`src/rtl/seq_alu.sv`:
```
// seq_alu: handshaked sequential ALU.
//
// Accepts one operation at a time over a valid/ready input channel. Most
// opcodes finish in the cycle after they are accepted. SHLN/SHRN shift one
// bit per cycle, and MUL runs a W-cycle shift-add. The result and its status
// flags are held in registers. They stay stable on the output channel until
// the consumer takes them.
//
// Ports:
//   Clk        rising-edge clock
//   Reset      asynchronous, active-low reset
//   In_valid   request present           In_ready   request accepted this cycle
//   OP         opcode                    InputA/B   operands
//   Out_valid  result present            Out_ready  consumer takes result
//   Out        result                    Zero/Parity/Odd/Carry  status flags
//   Busy       multi-cycle operation in progress
module seq_alu #(
    parameter int W   = 8,
    parameter int OPW = 4,
    parameter int SW  = $clog2(W)
) (
    input  logic           Clk,
    input  logic           Reset,
    input  logic           In_valid,
    output logic           In_ready,
    input  logic [OPW-1:0] OP,
    input  logic [W-1:0]   InputA,
    input  logic [W-1:0]   InputB,
    output logic           Out_valid,
    input  logic           Out_ready,
    output logic [W-1:0]   Out,
    output logic           Zero,
    output logic           Parity,
    output logic           Odd,
    output logic           Carry,
    output logic           Busy
);

    // Counter must be able to hold W for the multiply.
    localparam int CW = $clog2(W + 1);

    localparam logic [1:0] S_IDLE = 2'd0;
    localparam logic [1:0] S_BUSY = 2'd1;
    localparam logic [1:0] S_DONE = 2'd2;

    localparam logic [OPW-1:0] OP_ADD  = OPW'(0);
    localparam logic [OPW-1:0] OP_LSH  = OPW'(1);
    localparam logic [OPW-1:0] OP_RSH  = OPW'(2);
    localparam logic [OPW-1:0] OP_AND  = OPW'(3);
    localparam logic [OPW-1:0] OP_OR   = OPW'(4);
    localparam logic [OPW-1:0] OP_NEG  = OPW'(5);
    localparam logic [OPW-1:0] OP_GEQ  = OPW'(6);
    localparam logic [OPW-1:0] OP_EQ   = OPW'(7);
    localparam logic [OPW-1:0] OP_NEQ  = OPW'(8);
    localparam logic [OPW-1:0] OP_SUB  = OPW'(9);
    localparam logic [OPW-1:0] OP_XOR  = OPW'(10);
    localparam logic [OPW-1:0] OP_SHLN = OPW'(11);
    localparam logic [OPW-1:0] OP_SHRN = OPW'(12);
    localparam logic [OPW-1:0] OP_MUL  = OPW'(13);

    logic [1:0]     state_q, state_d;
    logic [OPW-1:0] op_q, op_d;
    logic [CW-1:0]  cnt_q, cnt_d;
    logic [W-1:0]   work_q, work_d;      // shift value, or multiplier for MUL
    logic [2*W-1:0] mcand_q, mcand_d;    // multiplicand, shifted left each step
    logic [2*W-1:0] prod_q, prod_d;      // partial product
    logic           cbit_q, cbit_d;      // last bit shifted out
    logic [W-1:0]   out_q, out_d;
    logic           zero_q, zero_d;
    logic           par_q, par_d;
    logic           odd_q, odd_d;
    logic           carry_q, carry_d;

    logic           accept;
    logic           load;
    logic [W-1:0]   res;
    logic           res_c;
    logic [SW-1:0]  shamt;

    // Returns {carry, result} for every opcode that completes in one cycle.
    // SHLN/SHRN only reach this path with a zero shift amount.
    function automatic logic [W:0] alu_single(input logic [OPW-1:0] op,
                                              input logic [W-1:0]   a,
                                              input logic [W-1:0]   b);
        logic [W:0] r;
        logic [W:0] diff;
        r    = '0;
        diff = {1'b0, a} - {1'b0, b};
        case (op)
            OP_ADD:  r = {1'b0, a} + {1'b0, b};
            OP_LSH:  r = {a[W-1], a << 1};
            OP_RSH:  r = {a[0], a >> 1};
            OP_AND:  r = {1'b0, a & b};
            OP_OR:   r = {1'b0, a | b};
            OP_NEG:  r = {1'b0, ~a + W'(1)};
            OP_GEQ:  r = {1'b0, W'(a >= b)};
            OP_EQ:   r = {1'b0, W'(a == b)};
            OP_NEQ:  r = {1'b0, W'(a != b)};
            OP_SUB:  r = {~diff[W], diff[W-1:0]};   // carry = no borrow
            OP_XOR:  r = {1'b0, a ^ b};
            OP_SHLN: r = {1'b0, a};
            OP_SHRN: r = {1'b0, a};
            default: r = '0;
        endcase
        return r;
    endfunction

    assign In_ready  = (state_q == S_IDLE) | ((state_q == S_DONE) & Out_ready);
    assign accept    = In_valid & In_ready;
    assign shamt     = InputB[SW-1:0];

    always_comb begin
        state_d = state_q;
        op_d    = op_q;
        cnt_d   = cnt_q;
        work_d  = work_q;
        mcand_d = mcand_q;
        prod_d  = prod_q;
        cbit_d  = cbit_q;
        load    = 1'b0;
        res     = '0;
        res_c   = 1'b0;

        case (state_q)
            S_BUSY: begin
                cnt_d = cnt_q - CW'(1);
                if (op_q == OP_MUL) begin
                    prod_d  = prod_q + (work_q[0] ? mcand_q : '0);
                    mcand_d = mcand_q << 1;
                    work_d  = work_q >> 1;
                end else if (op_q == OP_SHLN) begin
                    work_d = work_q << 1;
                    cbit_d = work_q[W-1];
                end else begin
                    work_d = work_q >> 1;
                    cbit_d = work_q[0];
                end
                // The last step's outcome goes straight into the result registers.
                if (cnt_q == CW'(1)) begin
                    state_d = S_DONE;
                    load    = 1'b1;
                    if (op_q == OP_MUL) begin
                        res   = prod_d[W-1:0];
                        res_c = |prod_d[2*W-1:W];
                    end else begin
                        res   = work_d;
                        res_c = cbit_d;
                    end
                end
            end
            S_DONE: begin
                if (Out_ready && !In_valid) begin
                    state_d = S_IDLE;
                end
            end
            default: ;
        endcase

        // Launch a new op from IDLE, or back-to-back from DONE.
        if (accept) begin
            op_d = OP;
            if (((OP == OP_SHLN) || (OP == OP_SHRN)) && (shamt != '0)) begin
                state_d = S_BUSY;
                cnt_d   = CW'(shamt);
                work_d  = InputA;
                cbit_d  = 1'b0;
            end else if (OP == OP_MUL) begin
                state_d = S_BUSY;
                cnt_d   = CW'(W);
                work_d  = InputB;
                mcand_d = {{W{1'b0}}, InputA};
                prod_d  = '0;
            end else begin
                state_d        = S_DONE;
                load           = 1'b1;
                {res_c, res}   = alu_single(OP, InputA, InputB);
            end
        end

        out_d   = load ? res    : out_q;
        zero_d  = load ? ~|res  : zero_q;
        par_d   = load ? ^res   : par_q;
        odd_d   = load ? res[0] : odd_q;
        carry_d = load ? res_c  : carry_q;
    end

    always_ff @(posedge Clk or negedge Reset) begin
        if (!Reset) begin
            state_q <= S_IDLE;
            op_q    <= '0;
            cnt_q   <= '0;
            work_q  <= '0;
            mcand_q <= '0;
            prod_q  <= '0;
            cbit_q  <= 1'b0;
            out_q   <= '0;
            zero_q  <= 1'b0;
            par_q   <= 1'b0;
            odd_q   <= 1'b0;
            carry_q <= 1'b0;
        end else begin
            state_q <= state_d;
            op_q    <= op_d;
            cnt_q   <= cnt_d;
            work_q  <= work_d;
            mcand_q <= mcand_d;
            prod_q  <= prod_d;
            cbit_q  <= cbit_d;
            out_q   <= out_d;
            zero_q  <= zero_d;
            par_q   <= par_d;
            odd_q   <= odd_d;
            carry_q <= carry_d;
        end
    end

    assign Out       = out_q;
    assign Zero      = zero_q;
    assign Parity    = par_q;
    assign Odd       = odd_q;
    assign Carry     = carry_q;
    assign Out_valid = (state_q == S_DONE);
    assign Busy      = (state_q == S_BUSY);

endmodule

```
`config.mk`:
```
export PLATFORM = sky130hd
export DESIGN_NAME = seq_alu
export DESIGN_NICKNAME = d
export VERILOG_FILES = /design/src/rtl/seq_alu.sv
export SDC_FILE = /design/constraint.sdc
export NUM_CORES = 1
export LEC_CHECK = 0
export ABC_AREA = 1
export BUFFER_PORTS_ARGS = -buffer_cell sky130_fd_sc_hd__buf_2
export CORE_ASPECT_RATIO = 0.9
export CORE_MARGIN = 2
export CORE_UTILIZATION = 40
export CTS_CLUSTER_DIAMETER = 200
export DETAILED_ROUTE_END_ITERATION = 10
export HOLD_SLACK_MARGIN = 0.03
export PLACE_DENSITY_LB_ADDON = 0.2
export SLEW_MARGIN = 30
export SYNTH_ARGS = -nofsm -noshare
export SYNTH_HDL_FRONTEND = slang
export SYNTH_SLANG_ARGS = --single-unit
```
`constraint.sdc`:
```
create_clock -name Clk -period 6.7 [get_ports Clk]
set_input_delay 1.34 -clock Clk [delete_from_list [all_inputs] [get_ports Clk]]
set_output_delay 1.34 -clock Clk [all_outputs]
set_load 0.05 [all_outputs]
```
==> results of run 1 <==
-- area by class of cell --
type / instances / area [µm²] / share of cell area (%)
Multi-Input combinational cell: 637 / 3500 / 55.7
Sequential cell: 61 / 1530 / 24.3
Inverter: 134 / 503 / 8.01
Clock buffer: 13 / 260 / 4.14
Tap cell: 193 / 241 / 3.84
Timing Repair Buffer: 40 / 205 / 3.27
Clock inverter: 3 / 43.8 / 0.697
-- registers in the layout (all words and copies together), names as in the netlist --
name and cells:
Parity 1, Out 8, Carry 1, cnt_q 4
prod_q 16, mcand_q 16, state_q 2, Zero 1
work_q 8, op_q 4
-- power groups by stage --
stage                     Combinational, µW  Sequential, µW  Clock [µW]
after CTS                              1410             661         482
after global routing                   1610             686         502
final                                  1420             662         472
after floorplan                        1010             711           0
after detailed placement               1400             665           0
after global placement                 1410             662           0
-- critical path: stages (launching register included) --
cell and delay (ns):
sky130_fd_sc_hd__dfrtp_1 0.37, sky130_fd_sc_hd__inv_1 0.11, sky130_fd_sc_hd__ha_1 0.64, sky130_fd_sc_hd__inv_1 0.42
sky130_fd_sc_hd__nor2_2 0.18, sky130_fd_sc_hd__buf_4 0.37, sky130_fd_sc_hd__inv_1 0.45, sky130_fd_sc_hd__nand2_1 0.18
sky130_fd_sc_hd__o211ai_1 0.12, sky130_fd_sc_hd__o21a_1 0.21, sky130_fd_sc_hd__ha_1 0.30, sky130_fd_sc_hd__xnor2_1 0.17
sky130_fd_sc_hd__xnor2_1 0.14, sky130_fd_sc_hd__o21ai_1 0.08
-- per-layer routing --
metal | part of all wire (%) | vias to the layer above
li1 | - | 2873
met1 | 52 | 2571
met2 | 39 | 212
met3 | 7.6 | 15
met4 | 1.0 | 0
met5 | 0 | -
-- synthesized netlist by cell type (2+ instances only) --
cell type / instances / share of area, %
sky130_fd_sc_hd__inv_1: 125 / 8.3
sky130_fd_sc_hd__dfrtp_1: 61 / 27
sky130_fd_sc_hd__or2_2: 2 / 0.22
sky130_fd_sc_hd__a31oi_1: 8 / 0.88
sky130_fd_sc_hd__o221ai_1: 12 / 1.9
sky130_fd_sc_hd__o211ai_1: 18 / 2.4
sky130_fd_sc_hd__fa_1: 3 / 1.1
sky130_fd_sc_hd__nor2_2: 5 / 0.55
sky130_fd_sc_hd__inv_2: 8 / 0.53
sky130_fd_sc_hd__nor2_1: 70 / 4.6
sky130_fd_sc_hd__ha_1: 50 / 11
sky130_fd_sc_hd__nor3_1: 13 / 1.1
sky130_fd_sc_hd__o21bai_1: 4 / 0.53
sky130_fd_sc_hd__nand3b_1: 2 / 0.27
sky130_fd_sc_hd__a21oi_1: 43 / 3.8
sky130_fd_sc_hd__and2_1: 2 / 0.22
sky130_fd_sc_hd__a211oi_1: 3 / 0.40
sky130_fd_sc_hd__nand4_1: 14 / 1.5
sky130_fd_sc_hd__nor4_1: 2 / 0.22
sky130_fd_sc_hd__o22ai_1: 15 / 1.7
sky130_fd_sc_hd__o21ai_0: 28 / 2.5
sky130_fd_sc_hd__nand2_1: 244 / 16
sky130_fd_sc_hd__buf_2: 9 / 0.80
sky130_fd_sc_hd__xnor2_1: 7 / 1.1
sky130_fd_sc_hd__o21ai_1: 11 / 0.97
sky130_fd_sc_hd__nand3_1: 56 / 5.0
sky130_fd_sc_hd__a21boi_1: 4 / 0.53
sky130_fd_sc_hd__clkbuf_1: 15 / 0.99
sky130_fd_sc_hd__buf_4: 2 / 0.27
sky130_fd_sc_hd__o21a_1: 5 / 0.66
sky130_fd_sc_hd__xor2_1: 5 / 0.77
-- metrics by stage --
step | std cells | setup slack, ns | cell area, µm² | utilization (%) | hold WS (ns)
finish | 1081 | 2.78 | 6280 | 45.2 | 0.480
global route | 1081 | 2.38 | 6280 | 45.2 | 0.502
CTS | 1081 | 2.82 | 6280 | 45.2 | 0.478
detailed placement | 1065 | 2.55 | 5980 | 43.0 | 0.465
global placement | 1065 | 2.51 | 5980 | 43.0 | 0.460
floorplan | 860 | 3.09 | 5660 | - | 0.453
-- kinds of logic after synthesis --
logic type,after synthesis
mux,1
compound gates,157
buf+inv,162
xor+xnor,12
flops,61
fa+ha+maj,53
simple gates,414
-- final timing paths --
| check | startpoint | end | slack [ns] | cells after the start |
|---|---|---|---|---|
| setup / recovery | state_q[1]$_DFFE_PN0P_ | Parity$_DFFE_PN0P_ | 2.78 | 13 |
| hold / removal | Out[1]$_DFFE_PN0P_ | Out[1]$_DFFE_PN0P_ | 0.48 | 2 |
| setup reg to reg | state_q[1]$_DFFE_PN0P_ | Parity$_DFFE_PN0P_ | 2.78 | 13 |
| hold reg to reg | Out[1]$_DFFE_PN0P_ | Out[1]$_DFFE_PN0P_ | 0.48 | 2 |
| max in group asynchronous | Reset | op_q[2]$_DFFE_PN0P_ | 4.99 | 2 |
| min in group asynchronous | Reset | prod_q[12]$_DFF_PN0_ | 1.14 | 2 |
==> results.yml, run 1 <==
finish:
  area_growth_syn_to_layout_pct: 11.0
  leading_cell_types_in_the_layout_fill_and_taps_excluded: "sky130_fd_sc_hd__nand2_1 (244), sky130_fd_sc_hd__inv_1 (125), sky130_fd_sc_hd__nor2_1 (69), sky130_fd_sc_hd__dfrtp_1 (61), sky130_fd_sc_hd__nand3_1 (56)"
  num-nets-final: 960
  fillerInstances: 1465
  post_route_cells_drive_above_1_share_pct: 8.45
  antenna_cells: 0
  final_common_cell: "sky130_fd_sc_hd__nand2_1"
die:
  initial_utilization_pct: 40.7
  core.rowCount: 41
  floorplan.die.height_um: 117
  core_region_area_um2: 13900
  die_area_um2: 15100
  design.portCount: 39
  floorplan.die.width_um: 129
synthesis:
  synth.area.mux_share_pct: 0.177
  largest_family_of_logic_cells_by_synthesized_area: "simple AND/OR/NAND/NOR gates"
  yosys.area_share.xor_xnor_pct: 1.86
  post_synth_and_or_nand_nor_area_fraction_pct: 30.5
  synth_nets: 937
  synth.cell_area_um2: 5660
  synth.yosys.warnings: 0
  post_synth_fa_ha_maj_area_fraction_pct: 12.1
  synthArstFlopShare_pct: 100
  synth.avg_cell_area_um2: 6.58
  synthDistinctLibCells: 45
  synth_edf_count: 0
  ys_ff_latch: 61
  dominantRegCellSynth: "sky130_fd_sc_hd__dfrtp_1"
  synth_compound_area_share_pct: 17.2
  synth_sequential_area_ratio_pct: 27.0
  netlist_instances: 860
grt:
  via_count_of_the_first_global_routing_pass: 5040
  grt_use_met3_pct: 5.86
  grt_util_met2_pct: 31.2
  gr-total-overflow: 0
  grt_antenna_before_repair: 0
  grt_start_max_net_pins: 62
  grt_first_pass_wirelength_um: 26900
  global_route.peak_usage_layer: "met1"
  use_met1_pct: 36.1
  grt_util_all_layers_pct: 23.0
sta:
  finalWorstPathRequiredPeriod_ns: 3.92
  worst_slew_pin_slew_ns: 0.864
  grt_setup_unrepaired: "no"
  hold_viol: 0
  fin_crit_sh_pct: 58.5
  drv_slew: 0
  max_freq_ghz: 0.255
  relSlewSlack_pct: 42.2
  setup_total_negative_slack_ns: 0
  timing.clock.skew_ns: 0.0107
  setup_viol: 0
clock_network:
  cts_hold_buf: 0
  clock_sinks: 61
  ctsRootBufferMaster: "sky130_fd_sc_hd__clkbuf_16"
  post_cts_resize_count: 0
  clk_transition_reported_paths_ns: 0.05
  max_clock_buf_depth: 2
  cts_setup_buffers: 0
  cts_buffers: 9
  insertion_delay_ns: 0.34
  cts_tree: "built"
  cts_htree_levels: 3
critical_path:
  crit_path_end_kind: "flip-flop"
  cp-start-kind: "flip-flop"
  worst-setup-path-type: "flip-flop to flip-flop"
  cp.arrival_ns: 4.13
  critPathRequiredTime_ns: 6.91
  critical_path.max_fanout: 39
power_and_ir_drop:
  share_comb_of_total_power_pct: 55.5
  switching_power_uw: 1240
  power.static_leakage_uw: 0.00342
  power.share.switching_pct: 48.6
  clockPowerShare_pct: 18.5
  fin_total_pwr_uw: 2550
  power_per_cell_area_nw_per_um2: 406
  vdd_ir_drop_max_mv: 0.161
  internal_power_uw: 1310
  pwr-share-seq_pct: 26.0
place:
  port_buffer_count: 38
  globalplace.congestion: 0.950
  post-dp-hpwl_um: 12900
drt:
  routed_wire_length_per_instance_um: 15.2
  detailedRoute.firstIterationViolations: 435
  detail_route.first_pass.iterations: 5
  detail_route.drc_violations: 0
  wirelength_um: 16500
  via_count: 5671
  ant_nets: 0
  detail_route.vias_per_cell: 5.25
run_status:
  outcome: "completed"
worst_hold_path:
  hold_class: "flip-flop to flip-flop"
flow_run:
  max_cap_viols: 0
No activity file was read; power rests on OpenSTA's default activity.
==> inputs of run 2 (changes only) <==
Clock period 6.7 ns to 3.9 ns, I/O delays scaled along.
==> run 2 against run 1 <==
Compared with the run above:
- cell count rose by 0.65%
- utilization is 0.22 points higher
- critical path type is now primary input to flip-flop
- register-to-register slack got worse by 2.0 ns
==> results.yml, run 2 (same netlist as run 1, synthesis figures left out) <==
flow_run:
  max_cap_viols: 0
die:
  floorplan.die.height_um: 117
  design.portCount: 39
  die_area_um2: 15100
  initial_utilization_pct: 40.7
  floorplan.die.width_um: 129
  core.rowCount: 41
  core_region_area_um2: 13900
run_status:
  outcome: "completed"
drt:
  detail_route.first_pass.iterations: 5
  detail_route.drc_violations: 0
  ant_nets: 0
  detail_route.vias_per_cell: 5.23
  via_count: 5687
  detailedRoute.firstIterationViolations: 588
  routed_wire_length_per_instance_um: 15.3
  wirelength_um: 16700
power_and_ir_drop:
  share_comb_of_total_power_pct: 56.9
  pwr-share-seq_pct: 25.6
  internal_power_uw: 2200
  power.share.switching_pct: 49.3
  clockPowerShare_pct: 17.5
  vdd_ir_drop_max_mv: 0.301
  power_per_cell_area_nw_per_um2: 686
  fin_total_pwr_uw: 4330
  power.static_leakage_uw: 0.00344
  switching_power_uw: 2130
grt:
  gr-total-overflow: 0
  grt_antenna_before_repair: 0
  grt_util_all_layers_pct: 23.3
  grt_first_pass_wirelength_um: 27400
  grt_start_max_net_pins: 42
  via_count_of_the_first_global_routing_pass: 5213
clock_network:
  cts_hold_buf: 0
  clk_transition_reported_paths_ns: 0.05
  post_cts_resize_count: 0
  cts_setup_buffers: 0
  cts_tree: "built"
  max_clock_buf_depth: 2
  cts_buffers: 9
  ctsRootBufferMaster: "sky130_fd_sc_hd__clkbuf_16"
  cts_htree_levels: 3
  clock_sinks: 61
  insertion_delay_ns: 0.34
critical_path:
  critical_path.max_fanout: 8
  critPathRequiredTime_ns: 4.11
  r2r_cells: 15
  rr_startpoint: "mcand_q[0]$_DFF_PN0_"
  critPathTopFamily: "adder cells"
  r2r-end: "Parity$_DFFE_PN0P_"
  cp.arrival_ns: 3.41
  cp-start-kind: "primary input"
  critical_path.slowest_cell: "sky130_fd_sc_hd__fa_1"
  cp_peak_stage_delay_ns: 0.39
  worst-setup-path-type: "primary input to flip-flop"
  critPathBufInv: 4
  crit_path_end_kind: "flip-flop"
  critical_path.cell_chain: "buf_2 -> inv_2 -> ha_1 -> inv_1 -> fa_1 -> inv_1 -> nor2_1 -> o21ai_1 -> nand2_1 -> a21oi_1 -> or2_1 -> nand3_1 -> nand3_1 -> a21boi_1 -> ha_1 -> xnor2_1 -> xnor2_1 -> o21ai_1"
  worst_case_register_to_register_setup_slack_ns: 0.78
sta:
  fin_crit_sh_pct: 82.1
  hold_viol: 0
  drv_slew: 0
  timing.clock.skew_ns: 0.00692
  relSlewSlack_pct: 42.5
  hold-worst-slack_ns: 0.422
  setup_total_negative_slack_ns: 0
  worst_slew_pin_slew_ns: 0.860
  setup_viol: 0
  max_freq_ghz: 0.312
  grt_setup_unrepaired: "no"
  finalWorstPathRequiredPeriod_ns: 3.20
finish:
  final_cells: 1088
  leading_cell_types_in_the_layout_fill_and_taps_excluded: "sky130_fd_sc_hd__nand2_1 (244), sky130_fd_sc_hd__inv_1 (125), sky130_fd_sc_hd__nor2_1 (69), sky130_fd_sc_hd__dfrtp_1 (61), sky130_fd_sc_hd__nand3_1 (56)"
  post_route_cells_drive_above_1_share_pct: 9.27
  layout_top_registers: "mcand_q: 16 flops, prod_q: 16 flops"
  num-nets-final: 967
  antenna_cells: 0
  final_common_cell: "sky130_fd_sc_hd__nand2_1"
  area_growth_syn_to_layout_pct: 11.5
  postLayoutCellArea_um2: 6310
  multiInputGateArea_um2: 3500
  seq_area_um2: 1530
  fillerInstances: 1466
place:
  numPlacedInstances: 1072
  port_buffer_count: 38
  globalplace.congestion: 0.926
  post-dp-hpwl_um: 12900
  placement.cell_area_um2: 6030
worst_hold_path:
  hold_class: "primary input to asynchronous set/reset pin"
## run 2: layout make-up
class | instances | area share (%)
clock buffer | 12 | 4.06
clock inverter | 4 | 0.357
inverter | 134 | 7.97
multi-input combinational | 637 | 55.5
sequential | 61 | 24.2
tap | 193 | 3.83
timing repair buffer | 47 | 4.12
## run 2: power groups by stage
stage	clock network, µW	registers, µW	logic [µW]
finish	757	1110	2460
global route	800	1150	2790
CTS	774	1110	2450
detailed placement	0	1110	2440
global placement	0	1110	2440
floorplan	0	1220	1730
## run 2: worst register-to-register path, stage by stage, from the launching register on
cell and delay (ns):
sky130_fd_sc_hd__dfrtp_1 0.40, sky130_fd_sc_hd__nand2_1 0.09, sky130_fd_sc_hd__inv_1 0.05, sky130_fd_sc_hd__ha_1 0.23, sky130_fd_sc_hd__fa_1 0.45, sky130_fd_sc_hd__nand3_1 0.10, sky130_fd_sc_hd__nand3_1 0.16, sky130_fd_sc_hd__nand2_1 0.10
sky130_fd_sc_hd__nand2_1 0.09, sky130_fd_sc_hd__o21ai_0 0.26, sky130_fd_sc_hd__nand3_1 0.19, sky130_fd_sc_hd__a21boi_1 0.17, sky130_fd_sc_hd__ha_1 0.31, sky130_fd_sc_hd__xnor2_1 0.19, sky130_fd_sc_hd__xnor2_1 0.14, sky130_fd_sc_hd__o21ai_1 0.08
## run 2: layer usage
metal,vias up,routed length [µm],global-route usage [%]
li1,2872,-,-
met1,2613,8570,35.9
met2,188,6700,32.9
met3,14,1260,5.73
met4,0,133,4.35
met5,-,0,0
## run 2: worst max path at each step
stage                     slack (ns)  depth (start not counted)                  to                   start
after floorplan                 0.63                         17  Parity$_DFFE_PN0P_  state_q[0]$_DFFE_PN0P_
after global placement          0.41                         18  Parity$_DFFE_PN0P_               InputA[0]
after detailed placement        0.37                         18  Parity$_DFFE_PN0P_               InputA[0]
after CTS                       0.71                         18  Parity$_DFFE_PN0P_               InputA[0]
after global routing            0.41                         18  Parity$_DFFE_PN0P_               InputA[0]
final                           0.70                         18  Parity$_DFFE_PN0P_               InputA[0]
## run 2: metrics by stage
step	worst slack (ns)	utilization, %
2_1_floorplan	0.630	-
3_3_place_gp	0.406	43.4
3_5_place_dp	0.370	43.4
4_1_cts	0.708	45.4
5_1_grt	0.410	45.4
6_report	0.698	45.4
==> inputs of run 3 (changes only) <==
Clock period 3.9 ns to 3.1 ns, I/O delays scaled along.
==> run 3 against run 2 <==
Compared with the run above:
- die area is the same
- sequential cell count stayed put
- register-to-register slack worse by 0.56 ns
- critical endpoint unchanged
- critical path type unchanged
- sequential power rose by 28%
==> results.yml, run 3 (same netlist as run 1, synthesis figures left out) <==
finish:
  num-nets-final: 1033
  post-route-util_pct: 49.9
  post_route_cells_drive_above_1_share_pct: 17.3
  postLayoutCellArea_um2: 6930
  antenna_cells: 0
  layout_top_registers: "mcand_q: 16 flops, prod_q: 16 flops"
  area_growth_syn_to_layout_pct: 22.5
  final_common_cell: "sky130_fd_sc_hd__nand2_1"
  leading_cell_types_in_the_layout_fill_and_taps_excluded: "sky130_fd_sc_hd__nand2_1 (242), sky130_fd_sc_hd__inv_1 (125), sky130_fd_sc_hd__buf_4 (75), sky130_fd_sc_hd__nor2_1 (68), sky130_fd_sc_hd__dfrtp_1 (61)"
sta:
  finalWorstPathRequiredPeriod_ns: 2.92
  fin_crit_sh_pct: 94.1
  timing.clock.skew_ns: 0.00876
  drv_slew: 0
  relSlewSlack_pct: 50.0
  timing.final.ws_setup_ns: 0.183
  hold-worst-slack_ns: 0.354
  hold_viol: 0
  setup_viol: 0
  max_freq_ghz: 0.343
  worst_slew_pin_slew_ns: 0.750
  setup_total_negative_slack_ns: 0
clock_network:
  clk_transition_reported_paths_ns: 0.05
  max_clock_buf_depth: 2
  cts_htree_levels: 3
  clock_sinks: 61
  insertion_delay_ns: 0.34
  cts_hold_buf: 0
  cts_buffers: 9
  ctsRootBufferMaster: "sky130_fd_sc_hd__clkbuf_16"
  cts_tree: "built"
drt:
  via_count: 5942
  ant_nets: 0
  routed_wire_length_per_instance_um: 15.3
  detail_route.drc_violations: 0
  detail_route.vias_per_cell: 5.15
  detail_route.first_pass.iterations: 5
  detailedRoute.firstIterationViolations: 437
  wirelength_um: 17700
critical_path:
  worst-setup-path-type: "primary input to flip-flop"
  rr_startpoint: "work_q[0]$_DFF_PN0_"
  critical_path.cell_chain: "buf_2 -> ha_1 -> fa_1 -> or2_2 -> nand3_1 -> o21ai_0 -> a21oi_1 -> nand3_1 -> a22oi_1 -> ha_1 -> xnor2_1 -> xnor2_1 -> o21ai_1"
  critical_path.slowest_cell: "sky130_fd_sc_hd__fa_1"
  critPathRequiredTime_ns: 3.31
  critPathLaunch: "InputA[0]"
  r2r_cells: 19
  cp-start-kind: "primary input"
  crit_path_end_kind: "flip-flop"
  cp.arrival_ns: 3.13
  critical_path.max_fanout: 3
  cp_peak_stage_delay_ns: 0.38
run_status:
  outcome: "completed"
power_and_ir_drop:
  vdd_ir_drop_max_mv: 0.335
  power.static_leakage_uw: 0.00376
  power_per_cell_area_nw_per_um2: 840
die:
  floorplan.die.height_um: 117
  initial_utilization_pct: 40.7
  core.rowCount: 41
  die_area_um2: 15100
  core_region_area_um2: 13900
  design.portCount: 39
  floorplan.die.width_um: 129
flow_run:
  max_cap_viols: 0
grt:
  grt_util_met2_pct: 34.2
  grt_first_pass_wirelength_um: 28100
  via_count_of_the_first_global_routing_pass: 5376
  gr-total-overflow: 0
  grt_util_all_layers_pct: 24.2
  global_route.peak_usage_layer: "met1"
  grt_antenna_before_repair: 0
  grt_use_met3_pct: 5.95
  use_met1_pct: 36.2
  grt_start_max_net_pins: 39
place:
  post-dp-hpwl_um: 14100
  globalplace.congestion: 0.937
  port_buffer_count: 38
  placement.cell_area_um2: 6530
  pre_cts_worst_setup_slack_ns: -0.149
worst_hold_path:
  hold_class: "primary input to asynchronous set/reset pin"
[run 3: worst max-delay path: cells and delay by family]
| kind | cells | cell delay (ns) |
|---|---|---|
| XOR/XNOR | 2 | 0.33 |
| AND/OR/NAND/NOR | 3 | 0.61 |
| AO/OA/AOI/OAI | 4 | 0.57 |
| buffers and inverters | 1 | 0.12 |
| adder cells (fa/ha/maj) | 3 | 0.88 |
[run 3: worst paths after layout]
path / endpoint / slack [ns]
setup / recovery: Parity$_DFFE_PN0P_ / 0.18
hold / removal: prod_q[7]$_DFF_PN0_ / 0.35
setup reg to reg: Parity$_DFFE_PN0P_ / 0.22
hold reg to reg: Out[1]$_DFFE_PN0P_ / 0.48
max in group asynchronous: mcand_q[10]$_DFF_PN0_ / 1.99
min in group Clk: Out[1]$_DFFE_PN0P_ / 0.48
[run 3: layer usage]
metal,share of wire (%),wire length [µm]
met1,51,9020
met3,6.4,1130
met4,1.8,320
met5,0,0
met2,41,7200
[run 3: cell type report]
type	count	area [µm²]
repair buffers	113	756
clock inverters	3	42.5
flip-flops and latches	61	1530
multi-input cells	637	3590
well taps	193	241
inverters	134	503
clock buffers	13	270
fillers	1450	6970
[run 3: metrics by stage]
stage / total power (µW) / instances
global placement: 4580 / 1138
detailed placement: 4600 / 1138
finish: 5820 / 1154
global route: 6340 / 1154
CTS: 5680 / 1154
floorplan: 3720 / 860
[run 3: report_power, final]
| group | internal [µW] | switching, µW | leakage [µW] |
|---|---|---|---|
| clock network | 686 | 359 | 0.000152 |
| logic | 1220 | 2150 | 0.00285 |
| registers | 1150 | 264 | 0.000758 |
[run 3: what timing repair did]
action | in CTS | in global routing
buffers inserted | 0 | 0
gates resized for setup | 0 | 17
setup endpoints to repair | 0 | 1
